`src/rtl/io_pkg.sv`:
```
// ============================================================================
// Module  : io_pkg
// Purpose : Shared types, widths and slice helper for the device responder.
// Revision: 1.0 - initial release
// ============================================================================
`default_nettype none

package io_pkg;

    localparam int CH_W = 32;

    typedef enum logic [1:0] {
        IDLE = 2'd0,
        WAIT = 2'd1,
        ACK  = 2'd2
    } out_state_t;

    // Low bit index of channel ch within a packed multi-channel bus.
    function automatic int ch_lo(input int ch);
        return ch * CH_W;
    endfunction

endpackage

`default_nettype wire

```
`src/rtl/io_channel.sv`:
```
// ============================================================================
// Module  : io_channel
// Purpose : One channel: four-phase output acknowledge FSM plus input FIFO.
// Revision: 1.0 - initial release
// ============================================================================
`default_nettype none

module io_channel
    import io_pkg::*;
#(
    parameter int OUT_LATENCY = 2,
    parameter int IN_DEPTH    = 4
) (
    input  logic            clk,
    input  logic            rst_n,
    input  logic            i_enter_out,
    input  logic [CH_W-1:0] i_dev_out,
    output logic            o_done_out,
    input  logic            i_in_ready,
    output logic [CH_W-1:0] o_dev_in,
    output logic            o_enter_in,
    input  logic [CH_W-1:0] i_ext_in_data,
    input  logic            i_ext_in_valid,
    output logic            o_ext_in_full,
    output logic [CH_W-1:0] o_ext_out_data,
    output logic            o_ext_out_strobe
);

    localparam int c_addr_w = $clog2(IN_DEPTH);

    // ---------------------------------------------------------------- output
    out_state_t      r_state;
    out_state_t      w_state_nxt;
    logic [3:0]      r_cnt;
    logic [3:0]      w_cnt_nxt;
    logic            w_capture;
    logic [CH_W-1:0] r_out_data;
    logic            r_strobe;

    always_ff @(posedge clk or negedge rst_n) begin
        if (!rst_n) begin
            r_state    <= IDLE;
            r_cnt      <= 4'd0;
            r_out_data <= '0;
            r_strobe   <= 1'b0;
        end else begin
            r_state  <= w_state_nxt;
            r_cnt    <= w_cnt_nxt;
            r_strobe <= w_capture;
            if (w_capture) begin
                r_out_data <= i_dev_out;
            end
        end
    end

    // ACK only exits on a low request, so IDLE never sees a stale held request.
    always_comb begin
        w_state_nxt = r_state;
        w_cnt_nxt   = r_cnt;
        w_capture   = 1'b0;
        case (r_state)
            IDLE: begin
                if (i_enter_out) begin
                    w_capture   = 1'b1;
                    w_cnt_nxt   = 4'(OUT_LATENCY);
                    w_state_nxt = WAIT;
                end
            end
            WAIT: begin
                if (!i_enter_out) begin
                    w_state_nxt = IDLE;
                end else if (r_cnt == 4'd0) begin
                    w_state_nxt = ACK;
                end else begin
                    w_cnt_nxt = r_cnt - 4'd1;
                end
            end
            ACK: begin
                if (!i_enter_out) begin
                    w_state_nxt = IDLE;
                end
            end
            default: w_state_nxt = IDLE;
        endcase
    end

    assign o_done_out       = (r_state == ACK);
    assign o_ext_out_data   = r_out_data;
    assign o_ext_out_strobe = r_strobe;

    // ----------------------------------------------------------------- input
    logic [CH_W-1:0]   r_mem [IN_DEPTH];
    logic [c_addr_w:0] r_wr_ptr;
    logic [c_addr_w:0] r_rd_ptr;
    logic              w_empty;
    logic              w_full;
    logic              w_push;
    logic              w_pop;
    logic [CH_W-1:0]   r_dev_in;
    logic              r_enter_in;

    assign w_empty = (r_wr_ptr == r_rd_ptr);
    assign w_full  = (r_wr_ptr[c_addr_w] != r_rd_ptr[c_addr_w]) &&
                     (r_wr_ptr[c_addr_w-1:0] == r_rd_ptr[c_addr_w-1:0]);
    assign w_push  = i_ext_in_valid && !w_full;
    assign w_pop   = i_in_ready && !w_empty;

    always_ff @(posedge clk) begin
        if (w_push) begin
            r_mem[r_wr_ptr[c_addr_w-1:0]] <= i_ext_in_data;
        end
    end

    always_ff @(posedge clk or negedge rst_n) begin
        if (!rst_n) begin
            r_wr_ptr   <= '0;
            r_rd_ptr   <= '0;
            r_dev_in   <= '0;
            r_enter_in <= 1'b0;
        end else begin
            r_enter_in <= w_pop;
            if (w_push) begin
                r_wr_ptr <= r_wr_ptr + {{c_addr_w{1'b0}}, 1'b1};
            end
            if (w_pop) begin
                r_rd_ptr <= r_rd_ptr + {{c_addr_w{1'b0}}, 1'b1};
                r_dev_in <= r_mem[r_rd_ptr[c_addr_w-1:0]];
            end
        end
    end

    assign o_ext_in_full = w_full;
    assign o_dev_in      = r_dev_in;
    assign o_enter_in    = r_enter_in;

endmodule

`default_nettype wire

```
`src/rtl/io_device_responder.sv`:
```
// ============================================================================
// Module  : io_device_responder
// Purpose : Device side of the processor's multi-channel I/O handshake.
// Revision: 1.0 - initial release
// ============================================================================
`default_nettype none

module io_device_responder
    import io_pkg::*;
#(
    parameter int NCH         = 4,
    parameter int OUT_LATENCY = 2,
    parameter int IN_DEPTH    = 4
) (
    input  logic                clk,
    input  logic                rst_n,
    input  logic [NCH-1:0]      enter_out,
    input  logic [NCH*CH_W-1:0] dev_out,
    output logic [NCH-1:0]      done_out,
    input  logic                in_ready,
    output logic [NCH*CH_W-1:0] dev_in,
    output logic [NCH-1:0]      enter_in,
    input  logic [NCH*CH_W-1:0] ext_in_data,
    input  logic [NCH-1:0]      ext_in_valid,
    output logic [NCH-1:0]      ext_in_full,
    output logic [NCH*CH_W-1:0] ext_out_data,
    output logic [NCH-1:0]      ext_out_strobe
);

    for (genvar g = 0; g < NCH; g++) begin : g_ch
        io_channel #(
            .OUT_LATENCY (OUT_LATENCY),
            .IN_DEPTH    (IN_DEPTH)
        ) u_channel (
            .clk              (clk),
            .rst_n            (rst_n),
            .i_enter_out      (enter_out[g]),
            .i_dev_out        (dev_out[ch_lo(g) +: CH_W]),
            .o_done_out       (done_out[g]),
            .i_in_ready       (in_ready),
            .o_dev_in         (dev_in[ch_lo(g) +: CH_W]),
            .o_enter_in       (enter_in[g]),
            .i_ext_in_data    (ext_in_data[ch_lo(g) +: CH_W]),
            .i_ext_in_valid   (ext_in_valid[g]),
            .o_ext_in_full    (ext_in_full[g]),
            .o_ext_out_data   (ext_out_data[ch_lo(g) +: CH_W]),
            .o_ext_out_strobe (ext_out_strobe[g])
        );
    end

endmodule

`default_nettype wire

```
`config.mk`:
```
export PLATFORM = sky130hd
export DESIGN_NAME = io_device_responder
export DESIGN_NICKNAME = d
export VERILOG_FILES = /design/src/rtl/io_pkg.sv /design/src/rtl/io_channel.sv /design/src/rtl/io_device_responder.sv
export SDC_FILE = /design/constraint.sdc
export NUM_CORES = 1
export LEC_CHECK = 0
export BUFFER_PORTS_ARGS = -buffer_cell sky130_fd_sc_hd__buf_2
export CORE_ASPECT_RATIO = 1.4
export CORE_MARGIN = 4
export CORE_UTILIZATION = 50
export CTS_BUF_LIST = sky130_fd_sc_hd__clkbuf_8 sky130_fd_sc_hd__clkbuf_16
export DETAILED_ROUTE_END_ITERATION = 8
export PLACE_DENSITY_LB_ADDON = 0.2
export SLEW_MARGIN = 40
export SYNTH_ARGS = -nofsm -noshare
export SYNTH_HDL_FRONTEND = slang
export SYNTH_SLANG_ARGS = --single-unit
```
`constraint.sdc`:
```
create_clock -name clk -period 2.9 [get_ports clk]
set_clock_uncertainty 0.15 [all_clocks]
set_input_delay 0.435 -clock clk [delete_from_list [all_inputs] [get_ports clk]]
set_output_delay 0.435 -clock clk [all_outputs]
set_load 0.005 [all_outputs]
```
# --- Word level (Yosys, flattened, before mapping) ---
# Memory sizes are Yosys's and may differ from the RTL's. A register that Yosys moved wholly into a read port is not among the register bits.
# Cells that the tools add are included.
totals:
  n_memories: 4
  ff_bits: 184
  out_inout_bits: 272
  elab_cells: 180
  input_bits: 267
  ramBits: 512
memory_table:
  columns: ["name", "words", "width", "read_ports", "rd_clocked_by_memory_dff", "write_ports", "line", "rtl"]
  rows:
  - ["g_ch[0].u_channel.r_mem", 4, 32, 1, 1, 1, "io_channel.sv:92", "logic [CH_W-1:0] r_mem [IN_DEPTH];"]
  - ["g_ch[1].u_channel.r_mem", 4, 32, 1, 1, 1, "io_channel.sv:92", null]
  - ["g_ch[2].u_channel.r_mem", 4, 32, 1, 1, 1, "io_channel.sv:92", null]
  - ["g_ch[3].u_channel.r_mem", 4, 32, 1, 1, 1, "io_channel.sv:92", null]
op_classes:
  reduce_logical: 44
  n_mux: 52
  eq_ne: 40
  add_sub_neg: 12
ops:
  columns: ["cell", "n"]
  rows:
  - ["4-bit 2-to-1 mux", 12]
  - ["2-bit 2-to-1 mux", 16]
  - ["2-bit != test (second input constant)", 16]
  - ["4-bit one-hot mux with 2 select lines", 4]
  - ["3-bit by 1-bit adder with 3-bit output (second input constant)", 8]
  - ["2-bit one-hot mux with 3 select lines", 4]
  - ["4-bit logical NOT", 4]
  - ["1-bit 2-to-1 mux", 16]
  - ["4-bit AND reduction", 4]
  - ["4-bit by 1-bit subtractor with 4-bit output (second input constant)", 4]
  - ["3-bit == test", 4]
  - ["1-bit logical AND", 12]
  - ["1-bit logical NOT", 12]
  - ["3-bit by 2-bit != test with 1-bit output (second input constant)", 4]
  - ["3-bit AND reduction", 4]
  - ["2-bit by 1-bit == test with 1-bit output (second input constant)", 4]
  - ["2-bit == test", 4]
  - ["2-bit == test (second input constant)", 4]
  - ["2-bit logical NOT", 4]
  - ["2-bit nonzero test", 4]
  - ["1-bit != test", 4]

# --- Longest topological paths before layout ---
depth:
  word_depth: 6
  ltp_mapped: 5
  mapped_depth_nobuf: 5

# --- Hierarchy ---
# A second synthesis with hierarchy kept.
unflattened:
  hier_cells: 1490
  hier_area_um2: 31265.0
modules_own_cells:
  columns: ["mod", "cells_per_inst", "area_each_um2", "n_inst", "seq_area_each_um2"]
  rows:
  - ["io_channel at g_ch[0].u_channel", 374, 7888.8, 1, 5795.6]
  - ["io_channel at g_ch[3].u_channel", 371, 7843.8, 1, 5795.6]
  - ["io_channel at g_ch[2].u_channel", 374, 7781.2, 1, 5795.6]
  - ["io_channel at g_ch[1].u_channel", 371, 7751.2, 1, 5795.6]

# --- Worst setup path after synthesis ---
# OpenSTA, ideal clock, no wires.
synth_timing:
  path_type: "flip-flop to flip-flop"
  start: "register g_ch[0].u_channel.r_rd_ptr[1]"
  end: "memory g_ch[0].u_channel.r_mem[3][0] (enable)"
  required_time_ns: 2.306
  path_stages_with_launch: 4
  path_buffers: 1
  setup_ns: 0.444
  setup_slack_ns: -0.256
  arrival_time_ns: 2.562
  synth_period_minus_slack_ns: 3.156
  path_cell_list: "dfrtp_1 -> buf_2 -> xnor2_1 -> a31oi_1"
synth_via:
  elab_chain_cells: 6
synth_rtl:
  columns: ["element", "line", "rtl"]
  rows:
  - ["start: declaration", "io_channel.sv:94", "logic [c_addr_w:0] r_rd_ptr;"]
  - ["start signal: assignment", "io_channel.sv:126", "r_rd_ptr <= r_rd_ptr + {{c_addr_w{1'b0}}, 1'b1};"]
  - ["2-bit == test", "io_channel.sv:104", "(r_wr_ptr[c_addr_w-1:0] == r_rd_ptr[c_addr_w-1:0]);"]
  - ["1-bit logical AND", "io_channel.sv:103", "assign w_full = (r_wr_ptr[c_addr_w] != r_rd_ptr[c_addr_w]) &&"]
  - ["1-bit logical NOT", "io_channel.sv:105", "assign w_push = i_ext_in_valid && !w_full;"]
  - ["1-bit logical AND", "io_channel.sv:105", null]
  - ["1-bit 2-to-1 mux", "io_channel.sv:109", "if (w_push) begin"]
  - ["1-bit 2-to-1 mux (not written as such)", "io_channel.sv:110", "r_mem[r_wr_ptr[c_addr_w-1:0]] <= i_ext_in_data;"]
  - ["end: declaration", "io_channel.sv:92", null]
# No other way between the ends.

# --- Worst setup path in the final report ---
layout_timing:
  start: "register g_ch[3].u_channel.r_rd_ptr[2]"
  end: "output ext_in_full[3]"
layout_via:
  elab_chain_cells: 2
layout_rtl:
  columns: ["element", "line", "rtl"]
  rows:
  - ["start: declaration", "io_channel.sv:94", null]
  - ["start signal: assignment", "io_channel.sv:126", null]
  - ["1-bit != test", "io_channel.sv:103", null]
  - ["1-bit logical AND", "io_channel.sv:103", null]
  - ["end: declaration", "io_device_responder.sv:25", "output logic [NCH-1:0] ext_in_full,"]
# No other way between the ends.

==> impl_table.tex <==
\begin{tabular}{lr}
\hline
Metric & Value \\
\hline
\multicolumn{2}{l}{\textbf{Outcome}} \\
Status & finished, final reports clean \\
\multicolumn{2}{l}{\textbf{Critical path}} \\
Required time at the worst-slack endpoint & 2.32 ns \\
Worst path slowest cell & sky130\_fd\_sc\_hd\_\_xor2\_1 \\
Number of buffers and inverters on the critical path & 1 \\
Reg2Reg Depth & 4 \\
Cell family contributing the most delay on the critical path & XOR/XNOR gates \\
Cell-by-cell listing of the critical path & xor2\_1 -> and3\_1 -> buf\_2 \\
Endpoint of the worst-slack reg-to-reg timing path & g\_ch[2].u\_channel.r\_mem[0][18]\$\_DFFE\_PP\_ \\
FF-to-FF Start & g\_ch[2].u\_channel.r\_wr\_ptr[1]\$\_DFFE\_PN0N\_ \\
Critical path capture point type & output pin \\
Crit Path Category & reg -> out \\
Critical path peak fanout & 5 \\
Arrival time reported for the critical path endpoint & 1.96 ns \\
Kind of launch point of the worst setup path & register \\
CP Launch Point & g\_ch[3].u\_channel.r\_rd\_ptr[2]\$\_DFFE\_PN0P\_ \\
Worst setup slack for register-to-register paths & 0.45 ns \\
Crit-path max cell delay & 0.49 ns \\
\multicolumn{2}{l}{\textbf{Layout}} \\
Combined flip-flop and latch cell area & 0.0232 mm2 \\
NumNets Final & 2,628 \\
Final cell utilization of the core & 65.5\% \\
Final cell area excluding filler cells & 0.0401 mm2 \\
Area delta synth->final & 29.3\% \\
Fill count & 4,108 \\
Area occupied by multi-input gates & 0.00731 mm2 \\
Share of layout cells above drive strength 1 & 46.0\% \\
\multicolumn{2}{l}{\textbf{Yosys}} \\
Fraction of the yosys area taken by sequential cells & 74.8\% \\
Total nets after synthesis & 1,778 \\
Syn. warnings & 0 \\
Syn avg cell area & 20.8 um2 \\
Post-synthesis async set-or-reset flop share & 37.9\% \\
Number of synthesized flops with an enable pin & 512 \\
Synth cell types & 37 \\
Most frequently used flop master after synthesis & sky130\_fd\_sc\_hd\_\_edfxtp\_1 \\
Cell count after synthesis & 1,487 \\
Number of synthesized register bits & 824 \\
Cell area after technology mapping & 0.0310 mm2 \\
\multicolumn{2}{l}{\textbf{Placed design}} \\
I/O Buffers & 538 \\
Final weighted congestion in routability-driven placement & 0.774 \\
Detailed placement HPWL & 46.7 mm \\
Post-Place Worst Slack & 0.411 ns \\
Placed Area & 0.0349 mm2 \\
\multicolumn{2}{l}{\textbf{GRT}} \\
Vias in the first global route & 18,484 \\
Maximum number of pins on one net before global-route repair & 62 \\
Overall global routing resource usage & 21.8\% \\
Wire length of the first global-routing pass & 110 mm \\
Number of antenna violations at the first check in global routing & 16 \\
Congestion Overflow GR & 0 \\
\multicolumn{2}{l}{\textbf{Worst hold path}} \\
End of the worst hold path & g\_ch[1].u\_channel.r\_wr\_ptr[0]\$\_DFFE\_PN0P\_ \\
Min-delay worst type & in -> reg \\
Number of stages on the worst hold path & 4 \\
Worst Hold Launch & ext\_in\_valid[1] \\
\multicolumn{2}{l}{\textbf{Timing}} \\
Final number of max-transition violations & 0 \\
Slew of the pin with the lowest slew margin & 0.707 ns \\
Final worst path period need & 2.55 ns \\
Share of the clock period used by the worst path after layout & 87.8\% \\
Maximum clock rate & 393 MHz \\
Setup WS post-layout & 0.353 ns \\
RSZ-0062 raised after global routing & no \\
Count of endpoints failing setup in the final report & 0 \\
Worst slew slack as a fraction of its limit & 52.9\% \\
Number of hold-slack violations in the final timing report & 0 \\
Total negative setup slack & 0 ns \\
\multicolumn{2}{l}{\textbf{Floorplan}} \\
Effective utilization at floorplan & 50.7\% \\
Width of the die & 218 um \\
Die span in y & 303 um \\
Count of boundary I/O pins & 539 \\
Placement row count & 107 \\
Placeable core area & 0.0612 mm2 \\
Die Footprint & 0.0661 mm2 \\
\multicolumn{2}{l}{\textbf{Route}} \\
Via density per instance & 5.21 \\
First DRT Iteration DRCs & 870 \\
Residual DRC count & 0 \\
Antenna Violating Nets Remaining & 0 \\
Count of vias placed by the detailed router & 16,817 \\
Detailed-routing iteration count for the pre-antenna-repair pass & 4 \\
Total routed wirelength & 73.0 mm \\
Routed length per instance & 22.6 um \\
\multicolumn{2}{l}{\textbf{Pwr}} \\
Worst vdd ir & 0.685 mV \\
Power density cells & 1010 mW/mm2 \\
Tot Pwr & 0.0404 W \\
Leak pwr & 15.7 nW \\
\multicolumn{2}{l}{\textbf{CTS}} \\
Clock-pin slew on the worst setup and hold paths & 0.06 ns \\
CTS tree & built \\
Num CTS Buffers & 78 \\
Count of instances resized after the clock tree is built & 0 \\
Maximum clock insertion buffer count & 3 \\
Hold Buf Count CTS & 261 \\
Buffer count from post-CTS setup fixing & 0 \\
Number of levels in the clock H-tree & 3 \\
Clock network latency to the later pin of the worst-skew pair & 0.60 ns \\
CTS sink count & 824 \\
Root buffer selected by CTS & sky130\_fd\_sc\_hd\_\_clkbuf\_16 \\
\multicolumn{2}{l}{\textbf{Job}} \\
Number of max-cap violations & 0 \\
\hline
\end{tabular}
## synth_stat cells, types with 6 or more instances
| cell | count | area [um2] |
|---|---|---|
| sky130_fd_sc_hd__a21oi_1 | 9 | 45.0 |
| sky130_fd_sc_hd__a31oi_1 | 8 | 50.1 |
| sky130_fd_sc_hd__and2_1 | 12 | 75.1 |
| sky130_fd_sc_hd__buf_2 | 31 | 155 |
| sky130_fd_sc_hd__buf_4 | 16 | 120 |
| sky130_fd_sc_hd__buf_6 | 13 | 146 |
| sky130_fd_sc_hd__clkbuf_1 | 14 | 52.6 |
| sky130_fd_sc_hd__dfrtp_1 | 312 | 7810 |
| sky130_fd_sc_hd__edfxtp_1 | 512 | 15400 |
| sky130_fd_sc_hd__ha_1 | 24 | 300 |
| sky130_fd_sc_hd__inv_1 | 28 | 105 |
| sky130_fd_sc_hd__mux2_1 | 10 | 113 |
| sky130_fd_sc_hd__mux2_2 | 257 | 2890 |
| sky130_fd_sc_hd__mux4_2 | 128 | 2880 |
| sky130_fd_sc_hd__nand2_1 | 11 | 41.3 |
| sky130_fd_sc_hd__nor2b_1 | 7 | 43.8 |
| sky130_fd_sc_hd__o21ai_0 | 6 | 30.0 |
| sky130_fd_sc_hd__or4_1 | 8 | 60.1 |
| sky130_fd_sc_hd__xnor2_1 | 20 | 175 |
| sky130_fd_sc_hd__xor2_1 | 16 | 140 |
## area by class of cell
type	instances	area share (%)
Sequential cell	824	57.8
Multi-Input combinational cell	561	18.2
Timing Repair Buffer	844	14.6
Clock buffer	90	5.31
Tap cell	817	2.55
Clock inverter	51	1.13
Inverter	28	0.262
Antenna cell	12	0.0749
## worst reg2reg max path, cell delays in order, from the launching register on
cell and delay [ns]:
sky130_fd_sc_hd__dfrtp_1 0.46, sky130_fd_sc_hd__xnor2_1 0.23, sky130_fd_sc_hd__a31oi_1 0.43, sky130_fd_sc_hd__and2_1 0.60, sky130_fd_sc_hd__buf_12 0.27
## worst max path at each step
stage	endpoint	slack, ns	depth (start not counted)
6_report	ext_in_full[3]	0.35	3
2_1_floorplan	g_ch[0].u_channel.r_mem[2][0]$_DFFE_PP_	0.48	4
3_5_place_dp	g_ch[2].u_channel.o_dev_in[28]$_DFFE_PN0P_	0.41	5
3_3_place_gp	g_ch[2].u_channel.o_dev_in[31]$_DFFE_PN0P_	0.46	5
5_1_grt	ext_in_full[3]	0.24	3
4_1_cts	ext_in_full[3]	0.29	3
## cells in the final DEF (no fill, tap or decap), types with 6 or more instances in the layout
cell                            netlist  final
sky130_fd_sc_hd__inv_1               28     47
sky130_fd_sc_hd__clkinv_1             0      8
sky130_fd_sc_hd__clkinv_2             0      7
sky130_fd_sc_hd__and2_1              12     12
sky130_fd_sc_hd__clkbuf_8             0     11
sky130_fd_sc_hd__o21ai_0              6      6
sky130_fd_sc_hd__mux4_2             128    128
sky130_fd_sc_hd__buf_2               31    537
sky130_fd_sc_hd__or4_1                8      8
sky130_fd_sc_hd__buf_12               0     16
sky130_fd_sc_hd__nor2b_1              7      7
sky130_fd_sc_hd__xor2_1              16     16
sky130_fd_sc_hd__clkbuf_16            0     79
sky130_fd_sc_hd__edfxtp_1           512    512
sky130_fd_sc_hd__diode_2              0     12
sky130_fd_sc_hd__bufinv_16            0      7
sky130_fd_sc_hd__ha_1                24     24
sky130_fd_sc_hd__buf_4               16     29
sky130_fd_sc_hd__dfrtp_1            312    308
sky130_fd_sc_hd__mux2_1              10     10
sky130_fd_sc_hd__a21oi_1              9      9
sky130_fd_sc_hd__nand2_1             11     11
sky130_fd_sc_hd__xnor2_1             20     20
sky130_fd_sc_hd__dlygate4sd3_1        0    261
sky130_fd_sc_hd__mux2_2             257    257
## metal layers
metal,global-route usage [%],wire length (um),vias up
li1,-,-,7492
met1,25.4,26700,8638
met2,38.1,37600,564
met3,7.24,6620,113
met4,7.35,2020,10
met5,0,55,-
## kinds of logic after synthesis
kind of cell               share of synthesized area, %
xor gates and xnor gates                           1.02
muxes                                              19.1
DFF                                                74.8
AOI/OAI and AO/OA                                 0.985
and+or+nand+nor                                    1.28
adders and majority gates                         0.969
buffers and inverters                              1.87
## stage by stage
step,instances,hold slack [ns]
5_1_grt,3221,0.0826
6_report,3227,0.0903
4_1_cts,3215,0.0334
2_1_floorplan,1487,-0.0106
3_3_place_gp,2813,0.263
3_5_place_dp,2813,0.262
## registers in the layout, summed over array words and instances (netlist names)
| register | count |
|---|---|
| g_ch.u_channel.o_ext_out_data | 128 |
| g_ch.u_channel.o_dev_in | 128 |
| g_ch.u_channel.r_mem | 512 |
| g_ch.u_channel.o_enter_in | 4 |
| g_ch.u_channel.r_cnt | 16 |
| g_ch.u_channel.r_state | 8 |
| g_ch.u_channel.o_ext_out_strobe | 4 |
| g_ch.u_channel.r_rd_ptr | 12 |
| g_ch.u_channel.r_wr_ptr | 12 |
## power breakdown
part           switching (W)  internal [W]
combinational        0.00599       0.00631
clock                0.00425       0.00589
sequential           0.00163        0.0164
total                 0.0119        0.0285
Power figures use the tool's default switching activity.
